## src/rtl/uart_tx_scheduler_if.sv

```systemverilog
// Handshake bundle between the byte requesters, the transmit scheduler and
// the UART shifter. The scheduler connects through the slave view. The
// requester/shifter side (or a test environment) uses the master view.
interface uart_tx_scheduler_if;
    logic [1:0]  req;
    logic [7:0]  data0;
    logic [7:0]  data1;
    logic [1:0]  parity_type;
    logic        data_length;
    logic        stop_bits;
    logic        ser_tx_active;
    logic        ser_tx_done;
    logic [11:0] frame_out;
    logic        send;
    logic [1:0]  ack;
    logic        grant_id;
    logic        busy;
    logic        err_timeout;

    modport master (
        output req, data0, data1, parity_type, data_length, stop_bits,
               ser_tx_active, ser_tx_done,
        input  frame_out, send, ack, grant_id, busy, err_timeout
    );

    modport slave (
        input  req, data0, data1, parity_type, data_length, stop_bits,
               ser_tx_active, ser_tx_done,
        output frame_out, send, ack, grant_id, busy, err_timeout
    );
endinterface

```

## src/rtl/uart_tx_scheduler.sv

```systemverilog
// Two-channel round-robin transmit scheduler feeding a UART shifter.
// It grants one requester and builds the 12-bit frame on the grant edge.
// It holds send until the shifter reports active, then waits for done.
// After done it inserts a configurable idle gap before re-arbitrating.
module uart_tx_scheduler #(
    parameter int TIMEOUT_CYCLES = 4096,
    parameter int GAP_CYCLES     = 2,
    parameter int CNT_W          = 12
) (
    input  logic              clk,
    input  logic              rst,
    uart_tx_scheduler_if.slave bus
);

    typedef enum logic [1:0] {IDLE, LOAD, WAIT_DONE, GAP} state_t;

    localparam logic [CNT_W-1:0] TIMEOUT_LAST = CNT_W'(TIMEOUT_CYCLES - 1);
    localparam logic [CNT_W-1:0] GAP_LAST     = CNT_W'(GAP_CYCLES - 1);

    state_t           state;
    logic [CNT_W-1:0] cnt;
    logic             prio;       // channel favoured when both request
    logic             done_seen;  // done arrived together with active
    logic             sel_ch;
    logic [11:0]      frame_next;

    // Parity and field layout for the currently requested byte and config.
    function automatic logic [11:0] build_frame(
        input logic [7:0] data,
        input logic [1:0] ptype,
        input logic       eight_bit,
        input logic       two_stop
    );
        logic [7:0] active_bits;
        logic [7:0] field;
        logic       par;
        // In 7-bit mode bit 7 is excluded from parity and bit 3 is padded with mark.
        active_bits = eight_bit ? data : {1'b0, data[6:0]};
        field       = eight_bit ? data : {data[6:0], 1'b1};
        case (ptype)
            2'b01:   par = ~^active_bits;
            2'b10:   par = ^active_bits;
            default: par = 1'b1;
        endcase
        // Bit 0 is mark for both stop settings; the shifter owns the stop count.
        return {1'b0, field, par, 1'b1, two_stop | 1'b1};
    endfunction

    // Pick the requester and pre-build its frame for the grant edge.
    always_comb begin
        sel_ch = 1'b0;
        if (bus.req == 2'b11) begin
            sel_ch = prio;
        end else begin
            sel_ch = bus.req[1];
        end
        frame_next = build_frame(sel_ch ? bus.data1 : bus.data0,
                                 bus.parity_type, bus.data_length, bus.stop_bits);
    end

    // Scheduler FSM with registered handshake outputs.
    always_ff @(posedge clk or posedge rst) begin
        if (rst) begin
            state           <= IDLE;
            cnt             <= '0;
            prio            <= 1'b0;
            done_seen       <= 1'b0;
            bus.frame_out   <= 12'hFFF;
            bus.send        <= 1'b0;
            bus.ack         <= 2'b00;
            bus.grant_id    <= 1'b0;
            bus.busy        <= 1'b0;
            bus.err_timeout <= 1'b0;
        end else begin
            bus.ack         <= 2'b00;
            bus.err_timeout <= 1'b0;
            case (state)
                IDLE: begin
                    if (|bus.req) begin
                        bus.grant_id  <= sel_ch;
                        bus.frame_out <= frame_next;
                        bus.send      <= 1'b1;
                        bus.busy      <= 1'b1;
                        cnt           <= '0;
                        done_seen     <= 1'b0;
                        state         <= LOAD;
                    end
                end
                LOAD: begin
                    // Active wins over a simultaneous timeout.
                    if (bus.ser_tx_active) begin
                        bus.ack   <= bus.grant_id ? 2'b10 : 2'b01;
                        prio      <= ~bus.grant_id;
                        bus.send  <= 1'b0;
                        done_seen <= bus.ser_tx_done;
                        cnt       <= '0;
                        state     <= WAIT_DONE;
                    end else if (cnt == TIMEOUT_LAST) begin
                        // Abort without ack; pointer stays so the same channel is re-served.
                        bus.err_timeout <= 1'b1;
                        bus.send        <= 1'b0;
                        bus.busy        <= 1'b0;
                        cnt             <= '0;
                        state           <= IDLE;
                    end else begin
                        cnt <= cnt + 1'b1;
                    end
                end
                WAIT_DONE: begin
                    if (bus.ser_tx_done || done_seen) begin
                        cnt       <= '0;
                        done_seen <= 1'b0;
                        if (GAP_CYCLES == 0) begin
                            bus.busy <= 1'b0;
                            state    <= IDLE;
                        end else begin
                            state <= GAP;
                        end
                    end
                end
                GAP: begin
                    if (cnt == GAP_LAST) begin
                        cnt      <= '0;
                        bus.busy <= 1'b0;
                        state    <= IDLE;
                    end else begin
                        cnt <= cnt + 1'b1;
                    end
                end
            endcase
        end
    end

endmodule

```

## src/flat_wrapper.sv

```systemverilog
// flat-port wrapper written by rule: the top's interface ports become plain ports
module uart_tx_scheduler_flat 
#(
    parameter int TIMEOUT_CYCLES = 4096,
    parameter int GAP_CYCLES     = 2,
    parameter int CNT_W          = 12
)
  (clk, rst, bus_req, bus_data0, bus_data1, bus_parity_type, bus_data_length, bus_stop_bits, bus_ser_tx_active, bus_ser_tx_done, bus_frame_out, bus_send, bus_ack, bus_grant_id, bus_busy, bus_err_timeout);
  uart_tx_scheduler_if bus_i ();
  input  logic clk;
  input  logic rst;
  input wire logic [$bits(bus_i.req)-1:0] bus_req;
  input wire logic [$bits(bus_i.data0)-1:0] bus_data0;
  input wire logic [$bits(bus_i.data1)-1:0] bus_data1;
  input wire logic [$bits(bus_i.parity_type)-1:0] bus_parity_type;
  input wire logic [$bits(bus_i.data_length)-1:0] bus_data_length;
  input wire logic [$bits(bus_i.stop_bits)-1:0] bus_stop_bits;
  input wire logic [$bits(bus_i.ser_tx_active)-1:0] bus_ser_tx_active;
  input wire logic [$bits(bus_i.ser_tx_done)-1:0] bus_ser_tx_done;
  output wire logic [$bits(bus_i.frame_out)-1:0] bus_frame_out;
  output wire logic [$bits(bus_i.send)-1:0] bus_send;
  output wire logic [$bits(bus_i.ack)-1:0] bus_ack;
  output wire logic [$bits(bus_i.grant_id)-1:0] bus_grant_id;
  output wire logic [$bits(bus_i.busy)-1:0] bus_busy;
  output wire logic [$bits(bus_i.err_timeout)-1:0] bus_err_timeout;
  assign bus_i.req = bus_req;
  assign bus_i.data0 = bus_data0;
  assign bus_i.data1 = bus_data1;
  assign bus_i.parity_type = bus_parity_type;
  assign bus_i.data_length = bus_data_length;
  assign bus_i.stop_bits = bus_stop_bits;
  assign bus_i.ser_tx_active = bus_ser_tx_active;
  assign bus_i.ser_tx_done = bus_ser_tx_done;
  assign bus_frame_out = bus_i.frame_out;
  assign bus_send = bus_i.send;
  assign bus_ack = bus_i.ack;
  assign bus_grant_id = bus_i.grant_id;
  assign bus_busy = bus_i.busy;
  assign bus_err_timeout = bus_i.err_timeout;
  uart_tx_scheduler #(.TIMEOUT_CYCLES(TIMEOUT_CYCLES), .GAP_CYCLES(GAP_CYCLES), .CNT_W(CNT_W)) u_core (.clk(clk), .rst(rst), .bus(bus_i));
endmodule
```

## config.mk

```make
export PLATFORM = sky130hd
export DESIGN_NAME = uart_tx_scheduler_flat
export DESIGN_NICKNAME = d
export VERILOG_FILES = /design/src/rtl/uart_tx_scheduler_if.sv /design/src/rtl/uart_tx_scheduler.sv /design/src/flat_wrapper.sv
export SDC_FILE = /design/constraint.sdc
export NUM_CORES = 1
export LEC_CHECK = 0
export ABC_AREA = 1
export ABC_CLOCK_PERIOD_IN_PS = 4000
export BUFFER_PORTS_ARGS = -buffer_cell sky130_fd_sc_hd__buf_2
export CAP_MARGIN = 10
export CORE_UTILIZATION = 50
export CTS_CLUSTER_DIAMETER = 120
export DETAILED_ROUTE_END_ITERATION = 10
export PLACE_DENSITY = 0.74
export SYNTH_ARGS = -nofsm -noshare
export SYNTH_HDL_FRONTEND = slang
export SYNTH_SLANG_ARGS = --single-unit
```

## constraint.sdc

```tcl
create_clock -name clk -period 4 [get_ports clk]
set_input_delay 0.6 -clock clk [delete_from_list [all_inputs] [get_ports clk]]
set_output_delay 0.6 -clock clk [all_outputs]
set_load 0.03 [all_outputs]
```

# Word level (Yosys, flattened, before mapping)
# Index checks and enable logic that the tools add are counted.
# totals
ff_bits	32
output_inout_bits	18
# classes
add_sub_neg	1
eq_ne	15
mux	34
bitwise_logic	1
n_reduce_logical	15
# op_table
op	n
12-bit 2-to-1 mux	5
12-bit case mux with 4 select lines	1
8-bit 2-to-1 mux	3
2-bit 2-to-1 mux	8
12-bit by 1-bit adder with 12-bit output (second input constant)	1
12-bit by 1-bit equality test with 1-bit output (second input constant)	1
12-bit equality test (second input constant)	1
1-bit 2-to-1 mux	12
2-bit equality test (second input constant)	4
2-bit by 1-bit inequality test with 1-bit output (second input constant)	4
2-bit case mux with 4 select lines	1
4-bit AND reduction	2
8-bit XNOR reduction	1
8-bit XOR reduction	1
1-bit case mux with 3 select lines	2
2-bit AND reduction	3
3-bit nonzero test	2
5-bit AND reduction	1
2-bit by 1-bit equality test with 1-bit output (second input constant)	2
2-bit inequality test (second input constant)	2
1-bit case mux with 2 select lines	2
3-bit by 2-bit inequality test with 1-bit output (second input constant)	1
3-bit AND reduction	1
2-bit zero test	1
other kinds (4)	4

# Logic depth before layout (Yosys ltp)
# Gate-level depths: netlist of the first run.
# depth
ltp_word	6
ltp_mapped	17
depth_no_buf	16

# Worst setup path after synthesis of the first run
# Ideal clock, no wire load.
# synth_path
path_type	in2reg
from	input port bus_req[0]
to	register u_core.bus.frame_out[2]
arrival_time_ns	1.550
required_time_ns	3.928
path_slack_ns	2.378
cell_stages	13
path_cell_list	nand2_2 -> nand2_2 -> buf_6 -> a21oi_1 -> nand3_1 -> nand2_1 -> nand2_1 -> nand2_1 -> nand2_1 -> nand3_1 -> nand3_1 -> nand2_1 -> inv_1
# synth_via
elab_chain_len	6
word_cells_on_any_way	9
classes_between	eq/ne (1); mux (4); reduce/logical (4)
# synth_rtl
element	line_no	source
from (decl)	flat_wrapper.sv:12	input wire logic [$bits(bus_i.req)-1:0] bus_req;
2-bit equality test	uart_tx_scheduler.sv:52	if (bus.req == 2'b11) begin
1-bit 2-to-1 mux	uart_tx_scheduler.sv:52	
8-bit 2-to-1 mux	uart_tx_scheduler.sv:57	frame_next = build_frame(sel_ch ? bus.data1 : bus.data0,
8-bit 2-to-1 mux	uart_tx_scheduler.sv:38	active_bits = eight_bit ? data : {1'b0, data[6:0]};
8-bit XOR reduction / 8-bit XNOR reduction (equally long branches)	uart_tx_scheduler.sv:42, uart_tx_scheduler.sv:41	
1-bit case mux with 2 select lines	uart_tx_scheduler.sv:40	case (ptype)
to (signal assigned)	uart_tx_scheduler.sv:81	bus.frame_out <= frame_next;
to (decl)	uart_tx_scheduler_if.sv:29	output frame_out, send, ack, grant_id, busy, err_timeout
# Several ways; a longest one is shown, not always the timed one.
# A chain may end at the register's enable or synchronous reset.

# Worst setup path after layout of the first run
# Same ends and word-level chain as after synthesis.

==> results of run 1 <==
==> power by group through the flow <==
stage	Clock [mW]	Combinational [mW]	Sequential [mW]
floorplan	0	0.370	0.627
global placement	0	0.637	0.507
detailed placement	0	0.652	0.508
CTS	0.263	0.655	0.505
global route	0.276	0.725	0.516
finish	0.260	0.652	0.506
==> cells in the final DEF, fill, tap and decap left out <==
| cell type | Yosys | layout |
|---|---|---|
| a21o_1 | 1 | 1 |
| a21oi_1 | 10 | 10 |
| and2_2 | 1 | 1 |
| buf_2 | 0 | 40 |
| buf_4 | 3 | 2 |
| clkbuf_1 | 1 | 2 |
| clkbuf_8 | 0 | 6 |
| conb_1 | 1 | 2 |
| dfrtp_1 | 22 | 22 |
| dfstp_2 | 10 | 10 |
| ha_1 | 4 | 4 |
| inv_1 | 36 | 36 |
| inv_2 | 1 | 1 |
| nand2_1 | 87 | 87 |
| nand2_2 | 5 | 5 |
| nand3_1 | 17 | 17 |
| nand3b_1 | 6 | 6 |
| nand4_1 | 2 | 2 |
| nand4_2 | 2 | 2 |
| nor2_1 | 22 | 22 |
| nor2_4 | 1 | 1 |
| nor3_1 | 8 | 8 |
| nor3b_1 | 1 | 1 |
| nor4_1 | 3 | 3 |
| nor4_4 | 1 | 1 |
| o21ai_0 | 5 | 5 |
| o21ai_1 | 1 | 1 |
| o21ai_2 | 2 | 2 |
| o221ai_1 | 7 | 7 |
| o22ai_1 | 3 | 3 |
| or2_2 | 1 | 1 |
| xnor2_1 | 1 | 1 |
| xor2_1 | 4 | 4 |
==> Yosys cell counts <==
cell      count
a21o_1        1
a21oi_1      10
and2_2        1
buf_4         3
buf_6         3
clkbuf_1      1
conb_1        1
dfrtp_1      22
dfstp_2      10
ha_1          4
inv_1        36
inv_2         1
nand2_1      87
nand2_2       5
nand3_1      17
nand3b_1      6
nand4_1       2
nand4_2       2
nor2_1       22
nor2_4        1
nor3_1        8
nor3b_1       1
nor4_1        3
nor4_4        1
o21ai_0       5
o21ai_1       1
o21ai_2       2
o221ai_1      7
o22ai_1       3
or2_2         1
xnor2_1       1
xor2_1        4
==> registers in the layout (all words and copies together), names as in the netlist, named ones only <==
| name | count |
|---|---|
| u_core.state | 1 |
| u_core.bus.frame_out | 10 |
| u_core.bus.err_timeout | 1 |
| u_core.bus.busy | 1 |
| u_core.cnt | 12 |
| u_core.bus.grant_id | 1 |
| u_core.prio | 1 |
| u_core.bus.send | 1 |
| u_core.done_seen | 1 |
| u_core.bus.ack | 2 |
==> cell type report <==
| class | count | area [µm²] | share of cell area (%) |
|---|---|---|---|
| Multi-Input combinational cell | 197 | 1007 | 43.33 |
| Sequential cell | 32 | 813.3 | 34.98 |
| Timing Repair Buffer | 42 | 215.2 | 9.257 |
| Inverter | 37 | 138.9 | 5.974 |
| Clock buffer | 8 | 90.09 | 3.875 |
| Tap cell | 48 | 60.06 | 2.583 |
==> worst max-delay path: cells and delay by family <==
kind | cells | cell delay (ps)
AND/OR/NAND/NOR | 11 | 1050
buffers and inverters | 2 | 170
AO/OA/AOI/OAI | 1 | 340
==> cells by family (layout without fill, tap and decap cells) <==
logic type               count (synthesis)  count (layout)
AND/OR/NAND/NOR                        157             157
flip-flops                              32              32
XOR/XNOR                                 5               5
adder cells (fa/ha/maj)                  4               4
other                                    1               2
buffers and inverters                   44              87
AO/OA/AOI/OAI                           29              29
==> how the worst max path moves through the flow <==
stage | startpoint | end | slack (ps) | cells past startpoint
CTS | bus_req[0] | u_core.bus.frame_out[2]$_DFFE_PP1P_ | 2070 | 14
finish | bus_req[0] | u_core.bus.frame_out[2]$_DFFE_PP1P_ | 2070 | 14
detailed placement | bus_req[0] | u_core.bus.frame_out[2]$_DFFE_PP1P_ | 1780 | 14
global route | u_core.prio$_DFFE_PP0P_ | u_core.bus.frame_out[2]$_DFFE_PP1P_ | 1830 | 16
floorplan | bus_req[0] | u_core.bus.frame_out[2]$_DFFE_PP1P_ | 2380 | 13
global placement | bus_req[0] | u_core.bus.frame_out[2]$_DFFE_PP1P_ | 1820 | 13
==> through the flow <==
| stage | util [%] | hold WS, ps |
|---|---|---|
| floorplan | - | 482.1 |
| global placement | 59.26 | 430.9 |
| detailed placement | 59.26 | 437.3 |
| CTS | 61.65 | 447.5 |
| global route | 61.65 | 470.1 |
| finish | 61.65 | 443.0 |
==> per-layer routing <==
layer / vias up / global-route usage [%] / part of all wire [%]
met3: 5 / 5.556 / 5.2
met4: 0 / 4.891 / 0.87
met2: 53 / 34.54 / 45
met1: 841 / 30.29 / 49
li1: 964 / - / -
met5: - / 0 / 0
==> results.json, run 1 <==
{
  "status": "complete, no violations",
  "timing.rr.end": "u_core.bus.frame_out[2]$_DFFE_PP1P_",
  "grt_pass1_wl_mm": 7.148,
  "yosysTopAreaCell": "dfrtp_1",
  "cts_sinks": 32,
  "gp_congestion": 0.8443,
  "p_leak_nw": 1.254,
  "hold_class": "in2async",
  "finalCritPeriodShare_pct": 48.34,
  "io_buffers": 40,
  "cts_buffer_depth": 2,
  "die_h_um": 65.50,
  "core_mm2": 0.003771,
  "root_buffer": "clkbuf_8",
  "seq_power_share_pct": 35.7,
  "synth_compound_area_share_pct": 9.187,
  "crit_chain": "buf_2, nand2_2, nand2_2, o21ai_2, nand2_1, nand2_1, nand2_1, nand2_1, nand2_1, nand2_1, nand2_1, nand3_1, nand2_1, inv_1",
  "vias": 1863,
  "rsz0062_at_grt": "no",
  "yosysSeqAreaShare_pct": 40.35,
  "grt_overflow_total": 0,
  "yosysUniqueCellTypes": 32,
  "place_area_mm2": 0.002235,
  "holdBufCountCts": 0,
  "placed_cells": 356,
  "yosys.area_share.simple_pct": 35.75,
  "yosys_warnings": 0,
  "fillers": 354,
  "syn-mean-instance-area_um2": 7.411,
  "dieWidth_um": 65.50,
  "grt.total_usage_pct": 21.93,
  "final-setup-viol-count": 0,
  "fin_skew_ps": 3.385,
  "hpwlAfterDp_mm": 3.365,
  "final_cell_area_mm2": 0.002325,
  "routed_wl_mm": 4.359,
  "dieArea_mm2": 0.004290,
  "synthAdderAreaFrac_pct": 2.483,
  "antenna_left": 0,
  "nNetsFinal": 345,
  "pre_cts_ws_ps": 1777,
  "drive_gt1_share_pct": 22.78,
  "cpPeakStageDelay_ps": 340,
  "clkTransAtPathRegs_ps": 70,
  "cts_made_buffers": 5,
  "first_iter_violations": 75,
  "fmax_mhz": 517.2,
  "final_cell_count_no_fill": 364,
  "synth_seq_cells": 32,
  "drc": 0,
  "final-hold-violation-count": 0,
  "path_class": "in2reg",
  "grt_max_degree": 22,
  "fin_ws_ps": 2067,
  "fin_crit_ps": 1933,
  "endpoint_kind": "flip-flop",
  "htreeDepth": 2,
  "p_switching_mw": 0.6296,
  "area_delta_synth_final_pct": 15.33,
  "initial_core_util_pct": 53.45,
  "critical_path_required_ps": 4230,
  "diodes": 0,
  "reg2reg_slack_ps": 2100,
  "drt_pass1_iterations": 4,
  "critPathLaunchType": "primary input",
  "total_power_mw": 1.418,
  "combPwrFrac_pct": 46.0,
  "synth_top_area_share_pct": 27.31,
  "p_int_mw": 0.7881,
  "critPathSlowestCell": "o21ai_2",
  "synth_xor_area_share_pct": 2.173,
  "max-slew-margin-rel_pct": 49.04,
  "powerDensity_mw_per_mm2": 609.8,
  "worst-slew-pin-transition_ps": 763.6,
  "grt_pass1_vias": 1675,
  "reg2reg_depth": 16,
  "vias_per_cell": 5.118,
  "post_cts_resized": 0,
  "avgRoutedWirePerCell_um": 11.98,
  "io_pins": 44,
  "clk_latency_ps": 280,
  "cap_violations": 0,
  "post-cts-setup-buffers": 0,
  "cts_tree": "built",
  "arrival_ps": 2160,
  "ir_drop_mv": 0.4854,
  "final-max-slew-violation-count": 0,
  "tns_ps": 0,
  "synthTopCellsByArea": "dfrtp_1, nand2_1, dfstp_2",
  "synthMuxAreaShare_pct": 0,
  "synthesis.area_mm2": 0.002016,
  "crit_top_cell": "nand2_1",
  "antenna_found_initial": 0,
  "worst-path-max-fanout": 20,
  "syn_inst": 272,
  "synth_top_family_by_area": "simple AND/OR/NAND/NOR gates",
  "sw_frac_of_total_pct": 44.41,
  "power.share.clock_pct": 18.4,
  "r2r-start": "u_core.prio$_DFFE_PP0P_",
  "rows": 22
}
(Power assumes the default switching activity.)
==> run 2: changes to the inputs <==
ABC_CLOCK_PERIOD_IN_PS = 1750   (was 4000)
CORE_UTILIZATION = 49   (was 50)
PLACE_DENSITY = 0.76   (was 0.74)
clock period = 1.75 ns   (was 4 ns; I/O delays follow)
==> results.json, run 2 (same netlist as run 1, synthesis figures left out) <==
{
  "antenna_found_initial": 0,
  "vias": 2014,
  "status": "complete, no violations",
  "clkTransAtPathRegs_ps": 70,
  "multi_input_area_mm2": 0.001149,
  "cts_made_buffers": 5,
  "cap_violations": 0,
  "hold_class": "in2async",
  "power.share.clock_pct": 17.1,
  "top_register": "u_core.cnt",
  "drive_gt1_share_pct": 36.01,
  "sw_frac_of_total_pct": 43.76,
  "critical_path_required_ps": 1930,
  "drt_pass1_iterations": 4,
  "hpwlAfterDp_mm": 3.391,
  "grt.total_usage_pct": 23.73,
  "top_regs": "u_core.cnt (12), u_core.bus.frame_out (10), u_core.bus.ack (2)",
  "dieWidth_um": 66.14,
  "routed_wl_mm": 5.156,
  "fin_skew_ps": 4.196,
  "placed_cells": 365,
  "pre_cts_ws_ps": -35.51,
  "avgRoutedWirePerCell_um": 13.43,
  "p_switching_mw": 1.615,
  "final_cell_count_no_fill": 384,
  "critPathLaunchType": "flip-flop",
  "p_leak_nw": 1.412,
  "fillers": 298,
  "seq_power_share_pct": 31.6,
  "antenna_left": 0,
  "cts_buffer_depth": 2,
  "initial_core_util_pct": 53.06,
  "final-setup-viol-count": 0,
  "powerDensity_mw_per_mm2": 1385,
  "ir_drop_mv": 1.084,
  "fin_ws_ps": 28.54,
  "rsz0062_at_grt": "yes",
  "gp_congestion": 0.8528,
  "finalCritPeriodShare_pct": 98.37,
  "grt_overflow_total": 0,
  "p_int_mw": 2.075,
  "worst-path-max-fanout": 2,
  "fmax_mhz": 580.9,
  "die_h_um": 66.14,
  "final_cell_mix": "nand2_1, buf_2, inv_1",
  "first_iter_violations": 113,
  "rows": 22,
  "nNetsFinal": 365,
  "final-max-slew-violation-count": 0,
  "grt_pass1_wl_mm": 7.893,
  "io_buffers": 40,
  "grt_pass1_vias": 1757,
  "fin_crit_ps": 1721,
  "area_delta_synth_final_pct": 32.15,
  "clk_latency_ps": 290,
  "root_buffer": "clkbuf_8",
  "seq_area_um2": 813.3,
  "diodes": 0,
  "combPwrFrac_pct": 51.3,
  "drc": 0,
  "largest_reg_flops": 12,
  "vias_per_cell": 5.245,
  "endpoint_kind": "flip-flop",
  "cts_sinks": 32,
  "dieArea_mm2": 0.004374,
  "path_class": "reg2reg",
  "io_pins": 44,
  "final-hold-violation-count": 0,
  "grt_max_degree": 33,
  "core_mm2": 0.003799,
  "cts_tree": "built",
  "htreeDepth": 2,
  "arrival_ps": 1900,
  "layout_commonest_cell": "nand2_1"
}
==> run 2: cell count changes in the layout (fill, tap and decap cells not counted), moves of 4 or more <==
cell / change
buf_4: +14
inv_1: -4
inv_2: +4
nand2_1: -11
nand2_2: +8
==> run 2: final timing paths <==
check / from / end / slack, ps / cells past startpoint
min in group clk: bus_ser_tx_active / u_core.bus.err_timeout$_DFF_PP0_ / 240 / 2
worst min-delay path: rst / u_core.cnt[4]$_DFFE_PP0P_ / 50 / 3
worst max register to register: u_core.cnt[0]$_DFFE_PP0P_ / u_core.bus.busy$_DFFE_PP0P_ / 30 / 9
worst min register to register: u_core.bus.frame_out[11]$_DFFE_PP1P_ / u_core.bus.frame_out[11]$_DFFE_PP1P_ / 440 / 2
max in group asynchronous: rst / u_core.bus.frame_out[6]$_DFFE_PP1P_ / 1380 / 3
worst max-delay path: u_core.cnt[0]$_DFFE_PP0P_ / u_core.bus.busy$_DFFE_PP0P_ / 30 / 9
==> run 2: metal layers <==
layer / up-vias / global-route usage (%) / part of all wire (%)
li1: 1004 / - / -
met1: 937 / 33.37 / 45
met2: 70 / 37.24 / 48
met3: 3 / 4.828 / 6.2
met4: 0 / 5.585 / 0.50
met5: - / 0 / 0
==> run 2: final cells by class <==
class                           instances  share of cell area (%)
Multi-Input combinational cell        198                   43.12
Clock buffer                            8                   3.758
Tap cell                               48                   2.255
Timing Repair Buffer                   61                   15.12
Inverter                               37                   5.214
Sequential cell                        32                   30.53
==> run 2: worst max-delay path, cell delays in order (launching register included) <==
cell     delay [ps]
dfrtp_1         390
buf_6           110
ha_4            130
nand4_4          90
nor4_4          210
nand4_2         160
buf_6           160
nand2_2          50
nand4_1         130
a21o_1          190
==> run 2: through the flow <==
stage                     hold slack (ps)  power [mW]  TNS (ps)  util (%)  cell area [µm²]
after detailed placement            364.9       2.733    -53.93     60.61             2302
after global routing                91.49       3.942    -367.1     70.13             2664
after floorplan                     334.9       2.281         0         -             2019
after CTS                           61.41       3.489    -19.78     65.32             2481
after global placement              358.7       2.689         0     60.61             2302
final                               46.28       3.690         0     70.13             2664
==> run 2: timing repair <==
action | 4_1_cts | 5_1_grt
setup endpoints to repair | 5 | 15
gates cloned | 0 | 2
pin swaps | 5 | 18
gates resized for setup | 5 | 36
hold buffers | 0 | 0
setup buffers | 5 | 4
==> run 2: power groups by stage <==
stage / logic (mW) / clock network [mW] / registers, mW
after global placement: 1.53 / 0 / 1.16
after detailed placement: 1.57 / 0 / 1.16
after floorplan: 0.847 / 0 / 1.43
after global routing: 2.09 / 0.662 / 1.19
after CTS: 1.69 / 0.636 / 1.16
final: 1.89 / 0.630 / 1.17
